**config.mk**
```make
export PLATFORM = sky130hd
export DESIGN_NAME = panel_io_avalon
export DESIGN_NICKNAME = d
export VERILOG_FILES = /design/src/rtl/panel_io_pkg.sv /design/src/rtl/panel_io_avalon_debounce.sv /design/src/rtl/panel_io_avalon.sv
export SDC_FILE = /design/constraint.sdc
export NUM_CORES = 1
export LEC_CHECK = 0
export CORE_ASPECT_RATIO = 0.6
export CORE_MARGIN = 2
export CORE_UTILIZATION = 39
export DETAILED_ROUTE_END_ITERATION = 10
export PLACE_DENSITY_LB_ADDON = 0.05
export SYNTH_ARGS = -nofsm -noshare
export SYNTH_HDL_FRONTEND = slang
export SYNTH_SLANG_ARGS = --single-unit
export TNS_END_PERCENT = 5
```
**constraint.sdc**
```tcl
create_clock -name clk -period 3.9 [get_ports clk]
set_clock_uncertainty 0.2 [all_clocks]
set_input_delay 0.39 -clock clk [delete_from_list [all_inputs] [get_ports clk]]
set_output_delay 0.39 -clock clk [all_outputs]
set_load 0.005 [all_outputs]
```
**src/rtl/panel_io_pkg.sv**
```systemverilog
// Shared constants and helpers for the DE1-SoC front-panel register window.
package panel_io_pkg;

  localparam logic [2:0] ADDR_KEYS  = 3'd0;
  localparam logic [2:0] ADDR_SW    = 3'd1;
  localparam logic [2:0] ADDR_EDGE  = 3'd2;
  localparam logic [2:0] ADDR_MASK  = 3'd3;
  localparam logic [2:0] ADDR_MODE  = 3'd4;
  localparam logic [2:0] ADDR_HEXLO = 3'd5;
  localparam logic [2:0] ADDR_HEXHI = 3'd6;
  localparam logic [2:0] ADDR_BLINK = 3'd7;

  // Active-high glyph, bit0 = segment a.
  function automatic logic [6:0] hex7(input logic [3:0] nibble);
    case (nibble)
      4'h0:    hex7 = 7'h3F;
      4'h1:    hex7 = 7'h06;
      4'h2:    hex7 = 7'h5B;
      4'h3:    hex7 = 7'h4F;
      4'h4:    hex7 = 7'h66;
      4'h5:    hex7 = 7'h6D;
      4'h6:    hex7 = 7'h7D;
      4'h7:    hex7 = 7'h07;
      4'h8:    hex7 = 7'h7F;
      4'h9:    hex7 = 7'h6F;
      4'hA:    hex7 = 7'h77;
      4'hB:    hex7 = 7'h7C;
      4'hC:    hex7 = 7'h39;
      4'hD:    hex7 = 7'h5E;
      4'hE:    hex7 = 7'h79;
      4'hF:    hex7 = 7'h71;
      default: hex7 = 7'h00;
    endcase
  endfunction

endpackage

```
**src/rtl/panel_io_avalon_debounce.sv**
```systemverilog
// Per-bit 2-FF synchroniser followed by a stability counter; output moves only
// after CYCLES consecutive cycles of disagreement with the synchronised input.
module panel_debounce #(
  parameter int WIDTH  = 4,
  parameter int CYCLES = 500000
) (
  input  logic             clk,
  input  logic             reset_n,
  input  logic [WIDTH-1:0] din,
  output logic [WIDTH-1:0] dout
);

  localparam int CW = $clog2(CYCLES);
  localparam logic [CW-1:0] CNT_MAX = CW'(CYCLES - 1);

  logic [WIDTH-1:0] meta_r;
  logic [WIDTH-1:0] sync_r;
  logic [WIDTH-1:0] deb_r;
  logic [CW-1:0]    cnt_r [WIDTH];

  // Two-stage synchroniser for the asynchronous pins.
  always_ff @(posedge clk or negedge reset_n) begin
    if (!reset_n) begin
      meta_r <= '0;
      sync_r <= '0;
    end else begin
      meta_r <= din;
      sync_r <= meta_r;
    end
  end

  // Stability counter per bit; any agreement restarts the count.
  always_ff @(posedge clk or negedge reset_n) begin
    if (!reset_n) begin
      deb_r <= '0;
      for (int i = 0; i < WIDTH; i++) cnt_r[i] <= '0;
    end else begin
      for (int i = 0; i < WIDTH; i++) begin
        if (sync_r[i] == deb_r[i]) begin
          cnt_r[i] <= '0;
        end else if (cnt_r[i] == CNT_MAX) begin
          deb_r[i] <= sync_r[i];
          cnt_r[i] <= '0;
        end else begin
          cnt_r[i] <= cnt_r[i] + 1'b1;
        end
      end
    end
  end

  assign dout = deb_r;

endmodule

```
**src/rtl/panel_io_avalon.sv**
```systemverilog
// Avalon-MM front-panel slave: debounced KEY/SW, key press capture with IRQ, HEX drive.
// Optional digit blinking is compiled in when PANEL_BLINK_EN is defined.
module panel_io_avalon
  import panel_io_pkg::*;
#(
  parameter int NUM_KEYS     = 4,
  parameter int NUM_SW       = 10,
  parameter int NUM_HEX      = 6,
  parameter int DEBOUNCE_CYC = 500000,
  parameter int BLINK_DIV    = 12500000
) (
  input  logic                 clk,
  input  logic                 reset_n,
  input  logic [2:0]           avs_address,
  input  logic                 avs_read,
  input  logic                 avs_write,
  input  logic [31:0]          avs_writedata,
  output logic [31:0]          avs_readdata,
  output logic                 irq,
  input  logic [NUM_KEYS-1:0]  key_n_in,
  input  logic [NUM_SW-1:0]    sw_in,
  output logic [7*NUM_HEX-1:0] hex_n_out
);

  logic [NUM_KEYS-1:0]  key_deb_s;
  logic [NUM_SW-1:0]    sw_deb_s;
  logic [NUM_KEYS-1:0]  key_prev_r;
  logic [NUM_KEYS-1:0]  edge_r;
  logic [NUM_KEYS-1:0]  edge_next_s;
  logic [NUM_KEYS-1:0]  mask_r;
  logic [NUM_HEX-1:0]   mode_r;
  logic [NUM_HEX-1:0]   blank_s;
  logic [7:0]           hex_r [NUM_HEX];
  logic [6:0]           glyph_s [NUM_HEX];
  logic [63:0]          hex_all_s;
  logic [31:0]          rd_mux_s;
  logic [31:0]          readdata_r;
  logic                 irq_r;
  logic [7*NUM_HEX-1:0] seg_n_s;
  logic [7*NUM_HEX-1:0] hex_n_r;

  panel_debounce #(.WIDTH(NUM_KEYS), .CYCLES(DEBOUNCE_CYC)) u_key_deb (
    .clk(clk), .reset_n(reset_n), .din(~key_n_in), .dout(key_deb_s)
  );

  panel_debounce #(.WIDTH(NUM_SW), .CYCLES(DEBOUNCE_CYC)) u_sw_deb (
    .clk(clk), .reset_n(reset_n), .din(sw_in), .dout(sw_deb_s)
  );

  // Press capture: a new press sets the bit even if software clears it this cycle.
  always_comb begin
    edge_next_s = edge_r;
    if (avs_write && (avs_address == ADDR_EDGE)) begin
      edge_next_s = edge_r & ~avs_writedata[NUM_KEYS-1:0];
    end else begin
      edge_next_s = edge_r;
    end
    edge_next_s = edge_next_s | (key_deb_s & ~key_prev_r);
  end

  // Control/status registers, edge capture and interrupt.
  always_ff @(posedge clk or negedge reset_n) begin
    if (!reset_n) begin
      key_prev_r <= '0;
      edge_r     <= '0;
      mask_r     <= '0;
      mode_r     <= '0;
      irq_r      <= 1'b0;
      for (int d = 0; d < NUM_HEX; d++) hex_r[d] <= '0;
    end else begin
      key_prev_r <= key_deb_s;
      edge_r     <= edge_next_s;
      irq_r      <= |(edge_r & mask_r);
      if (avs_write) begin
        case (avs_address)
          ADDR_MASK: mask_r <= avs_writedata[NUM_KEYS-1:0];
          ADDR_MODE: mode_r <= avs_writedata[NUM_HEX-1:0];
          default:   ;
        endcase
      end
      for (int d = 0; d < NUM_HEX; d++) begin
        if (avs_write && (avs_address == ((d < 4) ? ADDR_HEXLO : ADDR_HEXHI))) begin
          hex_r[d] <= avs_writedata[8*(d%4) +: 8];
        end
      end
    end
  end

`ifdef PANEL_BLINK_EN
  localparam int BCW = (BLINK_DIV > 1) ? $clog2(BLINK_DIV) : 1;
  localparam logic [BCW-1:0] BLINK_MAX = BCW'(BLINK_DIV - 1);

  logic [NUM_HEX-1:0] blink_r;
  logic [BCW-1:0]     blink_cnt_r;
  logic               blink_off_r;

  // Blink register and free-running phase generator; phase starts "on".
  always_ff @(posedge clk or negedge reset_n) begin
    if (!reset_n) begin
      blink_r     <= '0;
      blink_cnt_r <= '0;
      blink_off_r <= 1'b0;
    end else begin
      if (avs_write && (avs_address == ADDR_BLINK)) blink_r <= avs_writedata[NUM_HEX-1:0];
      if (blink_cnt_r == BLINK_MAX) begin
        blink_cnt_r <= '0;
        blink_off_r <= ~blink_off_r;
      end else begin
        blink_cnt_r <= blink_cnt_r + 1'b1;
      end
    end
  end

  // Digits selected for blinking go dark during the off phase.
  always_comb begin
    if (blink_off_r) begin
      blank_s = blink_r;
    end else begin
      blank_s = '0;
    end
  end
`else
  assign blank_s = '0;
`endif

  // Readback image of the digit bytes; absent digits read as zero.
  always_comb begin
    hex_all_s = '0;
    for (int d = 0; d < NUM_HEX; d++) hex_all_s[8*d +: 8] = hex_r[d];
  end

  // Read mux, sampled with pre-write register contents.
  always_comb begin
    rd_mux_s = '0;
    case (avs_address)
      ADDR_KEYS:  rd_mux_s = 32'(key_deb_s);
      ADDR_SW:    rd_mux_s = 32'(sw_deb_s);
      ADDR_EDGE:  rd_mux_s = 32'(edge_r);
      ADDR_MASK:  rd_mux_s = 32'(mask_r);
      ADDR_MODE:  rd_mux_s = 32'(mode_r);
      ADDR_HEXLO: rd_mux_s = hex_all_s[31:0];
      ADDR_HEXHI: rd_mux_s = hex_all_s[63:32];
`ifdef PANEL_BLINK_EN
      ADDR_BLINK: rd_mux_s = 32'(blink_r);
`endif
      default:    rd_mux_s = '0;
    endcase
  end

  // Segment generation: decoded glyph or raw bits, then inverted for the pins.
  always_comb begin
    seg_n_s = '1;
    for (int d = 0; d < NUM_HEX; d++) begin
      if (mode_r[d]) begin
        glyph_s[d] = hex7(hex_r[d][3:0]);
      end else begin
        glyph_s[d] = hex_r[d][6:0];
      end
      if (blank_s[d]) begin
        seg_n_s[7*d +: 7] = 7'h7F;
      end else begin
        seg_n_s[7*d +: 7] = ~glyph_s[d];
      end
    end
  end

  // Registered bus and pin outputs; readdata holds until the next read.
  always_ff @(posedge clk or negedge reset_n) begin
    if (!reset_n) begin
      readdata_r <= '0;
      hex_n_r    <= '1;
    end else begin
      if (avs_read) readdata_r <= rd_mux_s;
      hex_n_r <= seg_n_s;
    end
  end

  assign avs_readdata = readdata_r;
  assign irq          = irq_r;
  assign hex_n_out    = hex_n_r;

endmodule
```
==> metrics.yaml <==
placement:
  routabilityCongestion: 0.837
  dpl-instance-area_um2: 23700
  placedCellCount: 2885
  dp_hpwl_um: 36000
  portBuffers: 127
logic_synthesis:
  synth_cells: 2094
  ys_top_cells_by_area: "dfrtp_1 47%, dfstp_2 5.1%, xnor2_1 4.3%, nor2_1 3.9%, mux2_2 3.8%"
  syn_avg_cell_area_um2: 10.3
  synth-seq-cells: 449
  yosysTopAreaCell: "dfrtp_1"
  async_reset_ff_share_pct: 100
  yosysTopAreaCellShare_pct: 47.2
  ys_seq_area_share_pct: 52.3
  synth_most_common_cell: "dfrtp_1"
  synth_area_um2: 21600
  synth_edf_count: 0
  yosys.cell_types.count: 63
  synth_flop_cell: "dfrtp_1"
  synth_nets: 2197
  yosys-top-cells-count: "407 x dfrtp_1, 227 x nor2_1, 138 x nand2_1"
  synth_warnings: 0
detailed_routing:
  wl_met1_um: 26700
  drc: 0
  vias: 15600
  routed.top_layer: "met4"
  first_pass_iters: 4
  vias_per_cell: 5.24
  drt_iter0_markers: 915
  met2_wirelength_um: 21300
  totalWireLength_um: 50800
  wl_met3_um: 1960
  route.detailed.wl_per_inst_um: 17.1
  drtAntennaViolNets: 0
timing:
  rsz0062_at_grt: "false"
  slew_headroom_pct: 39.6
  fmax_ghz: 0.408
  final_hold_viol_count: 0
  finalCriticalPeriod_ps: 2450
  setup-violations-final: 0
  holdWs_ps: 61.4
  worst_slew_pin_slew_ps: 904
  finalMaxSlewViolations: 0
  timing.final.crit_share_pct: 62.9
  finalSetupTns_ps: 0
clock_network:
  cts.htree.levels: 2
  cts.path.max_buffers: 3
  cts_setup_buffers: 0
  cts_made_buffers: 46
  cts_tree: "yes"
  root_buffer: "clkbuf_16"
  cts.sinks: 449
  clock_latency_ps: 570
  cts_resized: 0
  clkSlewWorstSetupHoldPaths_ps: 60
worst_setup_path:
  crit_family: "compound AO/OA/AOI/OAI gates"
  endpoint: "u_sw_deb.cnt_r[113]"
  crit_path_top_delay_cell: "o31ai_2"
  r2r_cells: 5
  cp_num_cells: 5
  cp.required_ps: 4150
  path_cells: "ha_1 -> nand4_1 -> o31ai_2 -> buf_4 -> a21oi_1"
  setup.worst_path.end_class: "flop"
  critPathArrivalTime_ps: 2700
  cp-start-kind: "flop"
  critPathMaxFanout: 10
  r2r_slack_ps: 1450
  critPathKind: "reg -> reg"
  timing.critical_path.buf_inv: 1
  cp-startpoint: "u_sw_deb.cnt_r[95]"
  cpPeakStageDelay_ps: 770
  rr_startpoint: "u_sw_deb.cnt_r[95]"
  regToRegEndpoint: "u_sw_deb.cnt_r[113]"
grt:
  grt_overflow_total: 0
  grt_pass1_wl_um: 83800
  track_usage_pct: 18.2
  grt_max_degree: 93
  grt_pass1_vias: 15100
  antenna_found_initial: 2
die:
  die_x_um: 308
  fp-row-count: 66
  start_util_pct: 39.7
  dieArea_um2: 57300
  io_pins: 128
  die_h_um: 186
  coreArea_um2: 54400
finish:
  fin_cells: 2973
  syn2layout_area_growth_pct: 17.4
  fillers: 5080
  fin_area_um2: 25300
  layout.nets: 2323
  layout-drive-gt1-share_pct: 11.2
power_and_ir_drop:
  ir_worst_vdd_mv: 0.311
  cellPowerDensity_nw_per_um2: 468
  leakage_nw: 10.3
min_path:
  hp-class: "in -> reg"
run_status:
  status: "finished, final reports clean"
run:
  drv_cap: 0
==> how the worst min path moves through the flow <==
| stage | startpoint | endpoint | slack [ps] | cells past startpoint |
|---|---|---|---|---|
| global placement | u_key_deb.meta_r[0] | u_key_deb.sync_r[0] | 130 | 0 |
| detailed placement | u_key_deb.meta_r[0] | u_key_deb.sync_r[0] | 140 | 0 |
| CTS | sw_in[4] | u_sw_deb.meta_r[4] | 20 | 1 |
| finish | sw_in[4] | u_sw_deb.meta_r[4] | 60 | 1 |
| global route | sw_in[6] | u_sw_deb.meta_r[6] | 30 | 1 |
| floorplan | reset_n | avs_readdata[0] | -110 | 0 |
==> state kept, by name (all words and copies together) (netlist names) <==
register,cells
u_sw_deb.cnt_r,190
irq,1
u_sw_deb.dout,10
hex_all_s,48
u_key_deb.dout,4
avs_readdata,32
mask_r,4
hex_n_out,42
u_key_deb.sync_r,4
u_key_deb.cnt_r,76
edge_r,4
u_sw_deb.meta_r,10
mode_r,6
key_prev_r,4
u_key_deb.meta_r,4
u_sw_deb.sync_r,10
==> metal layers <==
layer / track usage (%) / vias to the layer above
li1: - / 7661
met3: 3.25 / 64
met5: 0 / -
met1: 28.3 / 7642
met4: 4.39 / 0
met2: 25.8 / 205
==> per-stage QoR <==
stage | worst slack (ps) | util (%) | total power [mW]
after floorplan | 1690 | - | 6.34
after global placement | 980 | 43.6 | 7.23
after detailed placement | 921 | 43.6 | 7.25
after CTS | 1430 | 46.6 | 12.1
after global routing | 1230 | 46.6 | 12.5
final | 1450 | 46.6 | 11.9
==> timing repair <==
item	4_1_cts	5_1_grt
hold buffers	1	0
endpoints found under the setup margin	0	0
hold endpoints to repair	79	0
==> report_power, final <==
part	leakage (nW)	internal (mW)	switching, mW
Clock	0.795	2.87	1.85
Combinational	3.62	0.845	0.707
Sequential	5.90	5.14	0.448
==> worst reg2reg max path, stage by stage (launching register included) <==
cell and delay (ps):
dfrtp_1 400, ha_1 240, nand4_1 370, o31ai_2 770, buf_4 290, a21oi_1 60
==> cells in the final DEF, fill, tap and decap left out, drive strengths merged, types with 20 or more instances in the layout <==
cell type      count
inv              114
ha                50
dfrtp            407
xor2              83
or3               39
nor3              34
a21oi             84
and4              20
or4               39
clkdlybuf4s50    125
mux2              73
o22ai             22
nand2            138
o21ai             97
clkbuf            73
nand3             85
xnor2            105
nor2             227
nor4              40
buf               25
dfstp             42
o31ai             30
mux2i             33
nand4             78
==> logic make-up after synthesis <==
kind of cell,after synthesis,share of synthesized area [%]
simple gates,803,19.4
flops,449,52.3
compound gates,310,8.93
xor+xnor,188,7.63
buf+inv,187,3.39
mux,107,5.44
fa+ha+maj,50,2.90
==> final cells by class <==
cell class / instances / area (um^2) / share of cell area [%]
clock inverter: 12 / 214 / 0.844
tap: 714 / 893 / 3.53
inverter: 114 / 428 / 1.69
antenna: 2 / 5.00 / 0.0198
timing repair buffer: 151 / 1540 / 6.08
sequential: 449 / 11300 / 44.5
clock buffer: 73 / 1410 / 5.55
multi-input combinational: 1458 / 9560 / 37.7
(Power assumes the default switching activity.)
